<file path="config.mk">
export PLATFORM = sky130hd
export DESIGN_NAME = brick_matrix_writer
export DESIGN_NICKNAME = d
export VERILOG_FILES = /design/src/rtl/brick_matrix_writer.sv
export SDC_FILE = /design/constraint.sdc
export NUM_CORES = 1
export LEC_CHECK = 0
export BUFFER_PORTS_ARGS = -buffer_cell sky130_fd_sc_hd__buf_2
export CAP_MARGIN = 30
export CORE_MARGIN = 2
export CORE_UTILIZATION = 38
export DETAILED_ROUTE_END_ITERATION = 10
export GPL_TIMING_DRIVEN = 0
export HOLD_SLACK_MARGIN = 0.06
export PLACE_DENSITY = 0.68
export SLEW_MARGIN = 20
export SYNTH_ARGS = -nofsm -noshare
export SYNTH_HDL_FRONTEND = slang
export SYNTH_SLANG_ARGS = --single-unit
</file>
<file path="constraint.sdc">
create_clock -name clk -period 3.6 [get_ports clk]
set_clock_uncertainty 0.1 [all_clocks]
set_input_delay 0.36 -clock clk [delete_from_list [all_inputs] [get_ports clk]]
set_output_delay 0.36 -clock clk [all_outputs]
set_load 0.01 [all_outputs]
</file>
<file path="src/rtl/brick_matrix_writer.sv">
// brick_matrix_writer
// Holds the live brick occupancy matrix. It loads a level layout on request.
// When a missile-brick hit is reported, it clears the single brick cell that
// lies under the missile centre. It drives the matrix, the remaining-brick
// count and a one-cycle destroy pulse to the rest of the game.
module brick_matrix_writer #(
    parameter int BRICK_WIDTH   = 32,
    parameter int BRICK_HEIGHT  = 32,
    parameter int MISSLE_WIDTH  = 10,
    parameter int MISSLE_HEIGHT = 10,
    parameter int ROWS          = 10,
    parameter int COLS          = 10
) (
    input  logic                         clk,
    input  logic                         resetN,
    input  logic                         loadLevel,
    input  logic [0:ROWS-1][COLS-1:0]    initMatrix,
    input  logic                         hitRequest,
    input  logic [10:0]                  missleTopLeftX,
    input  logic [10:0]                  missleTopLeftY,
    input  logic [10:0]                  matrixTopLeftX,
    input  logic [10:0]                  matrixTopLeftY,
    output logic [0:ROWS-1][COLS-1:0]    brickMatrix,
    output logic [6:0]                   bricksRemaining,
    output logic                         brickDestroyed,
    output logic                         busy
);

    localparam int ROW_W = (ROWS > 1) ? $clog2(ROWS) : 1;
    localparam int COL_W = (COLS > 1) ? $clog2(COLS) : 1;

    typedef enum logic [1:0] {
        IDLE,
        CAPTURE,
        CLEAR,
        WAIT_RELEASE
    } state_t;

    state_t state, nextState;

    logic              hitPrev;
    logic              hitRise;
    logic signed [11:0] offX, offY;
    logic [10:0]       colCalc, rowCalc;
    logic              hitValid;
    logic [ROW_W-1:0]  rowLatch;
    logic [COL_W-1:0]  colLatch;
    logic              captureEn;
    logic              clearNow;
    logic [6:0]        loadCount;

    assign hitRise = hitRequest & ~hitPrev;
    assign busy    = (state != IDLE);

    // Map the latched missile-centre offset onto a cell and check that it falls inside the matrix
    always_comb begin
        colCalc  = 11'(offX[10:0] / 11'(BRICK_WIDTH));
        rowCalc  = 11'(offY[10:0] / 11'(BRICK_HEIGHT));
        hitValid = !offX[11] && !offY[11] &&
                   (colCalc < 11'(COLS)) && (rowCalc < 11'(ROWS));
    end

    // Count the bricks in the incoming layout so the count is correct the moment a level loads
    always_comb begin
        loadCount = '0;
        for (int r = 0; r < ROWS; r++) begin
            for (int c = 0; c < COLS; c++) begin
                loadCount = loadCount + 7'(initMatrix[r][c]);
            end
        end
    end

    // Next-state logic; a level load overrides everything and aborts any hit in progress
    always_comb begin
        nextState = state;
        captureEn = 1'b0;
        clearNow  = 1'b0;
        case (state)
            IDLE: begin
                if (hitRise) begin
                    captureEn = 1'b1;
                    nextState = CAPTURE;
                end
            end
            CAPTURE: begin
                nextState = hitValid ? CLEAR : WAIT_RELEASE;
            end
            CLEAR: begin
                clearNow  = brickMatrix[rowLatch][colLatch];
                nextState = WAIT_RELEASE;
            end
            WAIT_RELEASE: begin
                if (!hitRequest) begin
                    nextState = IDLE;
                end
            end
            default: begin
                nextState = IDLE;
            end
        endcase
        if (loadLevel) begin
            nextState = IDLE;
            captureEn = 1'b0;
            clearNow  = 1'b0;
        end
    end

    // State register
    always_ff @(posedge clk or negedge resetN) begin
        if (!resetN) begin
            state <= IDLE;
        end else begin
            state <= nextState;
        end
    end

    // Remember last hit level every cycle so a held hit never retriggers, even across a load
    always_ff @(posedge clk or negedge resetN) begin
        if (!resetN) begin
            hitPrev <= 1'b0;
        end else begin
            hitPrev <= hitRequest;
        end
    end

    // Latch the signed missile-centre offsets relative to the matrix origin when a hit starts
    always_ff @(posedge clk or negedge resetN) begin
        if (!resetN) begin
            offX <= '0;
            offY <= '0;
        end else if (captureEn) begin
            offX <= $signed({1'b0, missleTopLeftX} + 12'(MISSLE_WIDTH / 2) - {1'b0, matrixTopLeftX});
            offY <= $signed({1'b0, missleTopLeftY} + 12'(MISSLE_HEIGHT / 2) - {1'b0, matrixTopLeftY});
        end
    end

    // Hold the target cell coordinates once the hit is known to land inside the matrix
    always_ff @(posedge clk or negedge resetN) begin
        if (!resetN) begin
            rowLatch <= '0;
            colLatch <= '0;
        end else if (state == CAPTURE && hitValid) begin
            rowLatch <= rowCalc[ROW_W-1:0];
            colLatch <= colCalc[COL_W-1:0];
        end
    end

    // Matrix, count and destroy pulse; clears only a set bit so the count can never underflow
    always_ff @(posedge clk or negedge resetN) begin
        if (!resetN) begin
            brickMatrix     <= '0;
            bricksRemaining <= '0;
            brickDestroyed  <= 1'b0;
        end else if (loadLevel) begin
            brickMatrix     <= initMatrix;
            bricksRemaining <= loadCount;
            brickDestroyed  <= 1'b0;
        end else if (clearNow) begin
            brickMatrix[rowLatch][colLatch] <= 1'b0;
            bricksRemaining                 <= bricksRemaining - 7'd1;
            brickDestroyed                  <= 1'b1;
        end else begin
            brickDestroyed  <= 1'b0;
        end
    end

endmodule

</file>
==> results.json, run 1 <==
{
  "synth_xor_area_frac": 0.01596,
  "maxSlewHeadroom": 0.3095,
  "cp_top_family": "adder cells",
  "max_freq_ghz": 0.1528,
  "synth_warnings": 0,
  "avgSynthCellArea_um2": 10.77,
  "maxCapViolCount": 0,
  "crit_type": "input port to flip-flop",
  "place.port_buffers": 255,
  "netlist_instances": 968,
  "use_met3": 0.06413,
  "diodes": 0,
  "core_area_mm2": 0.02695,
  "syn_nets": 1266,
  "place_congestion": 0.9727,
  "place_area_mm2": 0.01232,
  "tightest_slew_ps": 1036,
  "htree_levels": 4,
  "synth_flop_cell": "dfrtp_1",
  "clk_pin_slew_ps": 60,
  "cts.sinks": 133,
  "ys_seq_area_frac": 0.3191,
  "grt_pass1_wl_um": 55520,
  "synth-simple-area-share": 0.07211,
  "slew_violations": 0,
  "period_needed_ps": 6545,
  "grtUsageMet1": 0.3590,
  "netlist_area_mm2": 0.01043,
  "grt_usage": 0.2624,
  "drive_above_1_share": 0.3134,
  "cp_max_fo": 2,
  "worstSetupEndpointType": "flip-flop",
  "hold_violations": 0,
  "die_h_um": 169.7,
  "grt_setup_unrepaired": "yes",
  "crit_path_start_kind": "input port",
  "wl_per_cell_um": 22.95,
  "async_flop_share": 1.000,
  "grt_pass1_vias": 9043,
  "route.detailed.drc": 0,
  "antenna_left": 0,
  "via_per_inst": 5.578,
  "drt_iter0_markers": 904,
  "antenna_found_initial": 0,
  "fill_cells": 2497,
  "final_nets": 1558,
  "yosys_register_bits": 133,
  "cts-root-buf": "clkbuf_16",
  "vias": 9003,
  "grt-busiest-layer": "met2",
  "fin_cells": 1614,
  "synth_adder_area_share": 0.2433,
  "slowest_stage": "fa_1",
  "grtUsageMet2": 0.4119,
  "cp.required_ps": 3820,
  "area_delta_synth_final_pct": 25.11,
  "synth-compound-area-share": 0.1143,
  "clkLatencyLatePin_ps": 440,
  "cp.buffers_inverters": 8,
  "num_io_pins": 257,
  "die_area_mm2": 0.02878,
  "finalSetupViolCount": 7,
  "violations": "negative setup slack",
  "hold_path.class": "input port to flip-flop",
  "cp_slowest_stage_delay_ps": 570,
  "wl_um": 37050,
  "arrival_ps": 6760,
  "status": "finished, violations left",
  "cts_tree": "done",
  "synth_edf_count": 0,
  "grt_overflow": 0,
  "hpwlAfterDp_um": 29740,
  "grt_max_degree": 90,
  "fp.dieW_um": 169.7,
  "floorplan.rows": 60,
  "yosys-mux-area-fraction": 0.1493,
  "fin_ws_ps": -2945,
  "fin_crit_sh": 1.818,
  "dp.cells": 1574,
  "cts_buffer_depth": 2,
  "synth.distinct_cells": 65,
  "firstDrtPassIters": 6,
  "final_area_mm2": 0.01305,
  "synth_top_family_by_area": "adder cells",
  "floorplan.initialDensity": 0.3870,
  "cts_buffers": 17
}
-- synthesized netlist by cell type (all sizes together) (2+ instances only) --
cell type,count,area (um2)
a211oi,4,30.03
nor2b,4,25.02
and3,6,37.54
nand4,4,25.02
nor2,29,111.4
clkbuf,20,75.07
nor4bb,2,20.02
nand2,30,112.6
nand3,8,40.04
o2111ai,2,17.52
or2,3,18.77
nand2b,11,68.82
a311oi,2,17.52
a31oi,21,131.4
mux2,11,123.9
a21o,8,60.06
xnor2,12,105.1
a21oi,83,415.4
fa,88,1762
o21ai,24,120.1
o41ai,3,26.28
ha,62,775.7
a22oi,7,66.31
o21a,5,37.54
nor3,15,108.9
mux4,15,341.6
dfrtp,133,3328
xor2,7,61.31
a311o,2,20.02
a221oi,12,130.1
nor4,9,101.4
o211ai,2,20.02
or3,3,23.77
inv,174,653.1
a2111oi,2,36.29
mux2i,109,1091
nand3b,2,15.01
buf,22,167.7
-- worst register-to-register path, cell delays in order, from the launching register on --
cell	delay (ps)
dfrtp_1	330
buf_2	320
buf_1	620
mux2i_1	280
o32a_1	250
nand4_1	160
a22oi_4	130
buf_6	200
nor4_4	640
a21oi_1	170
-- layer usage --
metal / vias to the layer above / routed length [um]
met3: 76 / 3481
met5: - / 0
met2: 500 / 16960
met4: 0 / 1110
met1: 4523 / 15500
li1: 3904 / -
-- cell usage in the layout (no fill, tap or decap), types with 6 or more instances in the layout --
cell type / instances
a22oi_1: 6
mux2_2: 10
a221oi_1: 8
xor2_1: 6
dfrtp_1: 133
nand2_1: 29
nand3_1: 8
nor2_1: 25
inv_1: 166
buf_4: 6
fa_2: 15
a31oi_1: 21
inv_2: 8
clkbuf_1: 21
o21ai_1: 6
and3_1: 6
a21o_1: 8
a21oi_1: 81
buf_2: 261
buf_6: 13
ha_1: 61
clkbuf_16: 17
fa_1: 73
nor3_1: 8
o21ai_0: 18
mux2i_1: 109
xnor2_1: 11
mux4_2: 14
nand2b_1: 11
-- final cells by class --
cell class              count  area (um2)  area share
flip-flops and latches    133        3328      0.2551
well taps                 341       426.7     0.03270
clock inverters            14       150.1     0.01151
repair buffers            273        1501      0.1151
plain buffers              42       242.7     0.01860
inverters                 174       653.1     0.05006
clock buffers              18       429.2     0.03289
multi-input cells         619        6316      0.4841
-- cell families after synthesis --
family | count (synthesis)
buf+inv | 216
compound gates | 184
fa+ha+maj | 150
mux | 135
flops | 133
simple gates | 131
xor+xnor | 19
-- per-stage QoR --
| stage | hold WS (ps) | setup TNS, ps | worst slack, ps | util |
|---|---|---|---|---|
| after global routing | 108.6 | -19160 | -3166 | 0.4841 |
| after floorplan | -35.59 | -17890 | -2884 | - |
| after global placement | 362.1 | -21040 | -3462 | 0.4511 |
| after detailed placement | 173.8 | -21220 | -3494 | 0.4570 |
| after CTS | 79.19 | -17920 | -2948 | 0.4827 |
| final | 84.76 | -18070 | -2945 | 0.4841 |
-- path summary, 6_finish.rpt --
kind	from	endpoint	slack (ps)	cells after the start
min reg2reg	offY[5]	offY[5]	380	2
min in group asynchronous	resetN	brickMatrix[45]	300	2
max in group asynchronous	resetN	bricksRemaining[1]	2300	3
max reg2reg	rowLatch[1]	brickMatrix[72]	230	9
min	initMatrix[34]	brickMatrix[34]	80	3
max	initMatrix[63]	bricksRemaining[6]	-2950	27
-- repair_timing --
| action | in CTS | in global routing |
|---|---|---|
| endpoints found under the setup margin | 7 | 7 |
| resized for setup | 14 | 16 |
| hold buffers | 4 | 0 |
| setup buffers | 31 | 1 |
| pin swaps | 18 | 7 |
| hold endpoints to repair | 47 | 0 |
-- registers in the layout (all words and copies together) (netlist names) --
| signal | flops |
|---|---|
| bricksRemaining | 7 |
| brickMatrix | 100 |
| rowLatch | 4 |
| offY | 7 |
| colLatch | 4 |
| hitPrev | 1 |
| state | 2 |
| offX | 7 |
| brickDestroyed | 1 |
Power of run 1 is not shown: default switching activity piles up to over one toggle a cycle in this logic, so the estimate is an artifact.
==> run 2, diff against run 1 <==
--- a/config.mk
+++ b/config.mk
@@ -5,6 +5,7 @@
 export SDC_FILE = /design/constraint.sdc
 export NUM_CORES = 1
 export LEC_CHECK = 0
+export ABC_AREA = 1
 export BUFFER_PORTS_ARGS = -buffer_cell sky130_fd_sc_hd__buf_2
 export CAP_MARGIN = 30
 export CORE_MARGIN = 2
@@ -12,7 +13,8 @@
 export DETAILED_ROUTE_END_ITERATION = 10
 export GPL_TIMING_DRIVEN = 0
 export HOLD_SLACK_MARGIN = 0.06
-export PLACE_DENSITY = 0.68
+export PLACE_DENSITY = 0.67
+export SETUP_SLACK_MARGIN = 0.5
 export SLEW_MARGIN = 20
 export SYNTH_ARGS = -nofsm -noshare
 export SYNTH_HDL_FRONTEND = slang
==> results.json, run 2 <==
{
  "status": "finished, violations left",
  "violations": "negative setup slack",
  "wl_um": 44040,
  "grt_max_degree": 69,
  "grt_overflow": 0,
  "floorplan.initialDensity": 0.3876,
  "floorplan.rows": 64,
  "avgSynthCellArea_um2": 6.875,
  "synthTopCellsByArea": "dfrtp_1 28%, nand2_1 17%, fa_1 15%, inv_1 9.6%, nor2_1 8.0%",
  "max_freq_ghz": 0.1565,
  "maxSlewHeadroom": 0.3974,
  "yosys_register_bits": 133,
  "arrival_ps": 6610,
  "netlist_top_cells_count": "554 x nand2_1, 303 x inv_1, 254 x nor2_1",
  "vias": 12060,
  "synth_area_leader_cell": "dfrtp_1",
  "worstSetupEndpointType": "flip-flop",
  "period_needed_ps": 6391,
  "die_h_um": 180.9,
  "hpwlAfterDp_um": 34420,
  "firstDrtPassIters": 8,
  "tightest_slew_ps": 903.9,
  "wl_met3_um": 4035,
  "grt_setup_unrepaired": "yes",
  "slew_violations": 0,
  "synth_edf_count": 0,
  "synth_warnings": 0,
  "layout_commonest_cell": "nand2_1",
  "finalSetupViolCount": 7,
  "die_area_mm2": 0.03271,
  "cp.required_ps": 3820,
  "route.detailed.drc": 0,
  "netlist_instances": 1729,
  "area_delta_synth_final_pct": 24.75,
  "grt_pass1_vias": 11880,
  "syn_nets": 2027,
  "synth_flop_cell": "dfrtp_1",
  "wl_met1_um": 17740,
  "crit_path_start_kind": "input port",
  "cts.sinks": 133,
  "synth.distinct_cells": 41,
  "yosysMostFrequentCell": "nand2_1",
  "synth_top_area_share": 0.2800,
  "post-route-util": 0.4835,
  "grt_usage": 0.2704,
  "cts_buffers": 17,
  "final_cell_mix": "550 x nand2_1, 285 x inv_1, 255 x buf_2",
  "regMostFlops": "brickMatrix",
  "hold_violations": 0,
  "clk_pin_slew_ps": 70,
  "clkLatencyLatePin_ps": 430,
  "wl_per_cell_um": 17.89,
  "met2_length_um": 20480,
  "fp.dieW_um": 180.9,
  "fin_crit_sh": 1.775,
  "hold_path.class": "input port to flip-flop",
  "antenna_found_initial": 3,
  "grt_pass1_wl_um": 66930,
  "place.port_buffers": 256,
  "drive_above_1_share": 0.1818,
  "async_flop_share": 1.000,
  "htree_levels": 4,
  "num_io_pins": 257,
  "maxCapViolCount": 0,
  "netlist_area_mm2": 0.01189,
  "antenna_left": 0,
  "ys_seq_area_frac": 0.2800,
  "final_nets": 2348,
  "slowest_stage": "fa_2",
  "via_per_inst": 4.899,
  "cts_buffer_depth": 2,
  "cp_slowest_stage_delay_ps": 560,
  "drt_iter0_markers": 1152,
  "cp_common_cell": "inv_2",
  "cp_max_fo": 2,
  "core_area_mm2": 0.03067,
  "place_congestion": 0.9267,
  "fin_ws_ps": -2791,
  "routed.top_layer": "met4",
  "crit_type": "input port to flip-flop",
  "cts_tree": "done",
  "cts-root-buf": "clkbuf_16",
  "largest_reg_flops": 100
}
-- run 2: timing repair --
| item | 4_1_cts | 5_1_grt |
|---|---|---|
| resized for setup | 26 | 15 |
| endpoints found under the hold margin | 103 | 1 |
| setup endpoints to repair | 7 | 7 |
| hold buffers | 39 | 1 |
| pin swaps | 18 | 14 |
| setup buffers | 4 | 1 |
-- run 2: cell families after synthesis --
family / Yosys count / synth area share
AO/OA/AOI/OAI: 103 / 0.04769
AND/OR/NAND/NOR: 961 / 0.3239
buffers and inverters: 374 / 0.1289
multiplexers: 1 / 0.0008421
flip-flops: 133 / 0.2800
adder cells (fa/ha/maj): 150 / 0.2135
XOR/XNOR: 7 / 0.005158
-- run 2: worst paths after layout --
kind,from,endpoint,slack (ps),depth (start not counted)
worst max-delay path,initMatrix[53],bricksRemaining[6],-2790,29
worst min-delay path,initMatrix[77],brickMatrix[77],60,3
worst max register to register,rowLatch[0],brickMatrix[9],900,16
worst min register to register,offX[10],offX[10],380,2
max in group asynchronous,resetN,brickMatrix[83],2290,3
min in group asynchronous,resetN,brickMatrix[14],370,2
-- run 2: critical path: cells and delay by family --
family,cells,cell delay (ps)
compound gates,2,140
buf+inv,9,510
simple gates,7,500
fa+ha+maj,11,5080
-- run 2: metal layers --
metal,vias up,GRT usage
li1,5847,-
met1,5559,0.3464
met2,558,0.4441
met3,98,0.05866
met4,0,0.1100
met5,-,0
-- run 2: area by class of cell --
class,instances,area (um2)
flip-flops and latches,133,3328
multi-input cells,1222,7118
repair buffers,302,1778
inverters,310,1164
well taps,396,495.5
fillers,3154,15840
plain buffers,64,369.1
clock buffers,19,442.9
diodes,3,7.507
clock inverters,13,125.1
-- run 2: stage by stage --
step                      cells  hold WS, ps  TNS, ps  area [um2]  setup WS (ps)
after floorplan            1729       -35.59   -16850       11920          -2651
after global placement     2381        365.2   -20970       13700          -3316
after detailed placement   2382        252.0   -21060       13740          -3304
after CTS                  2457        60.35   -17860       14780          -2776
after global routing       2459        67.57   -18940       14820          -2982
final                      2462        64.57   -17790       14830          -2791
Power of run 2 is left out for the same reason.
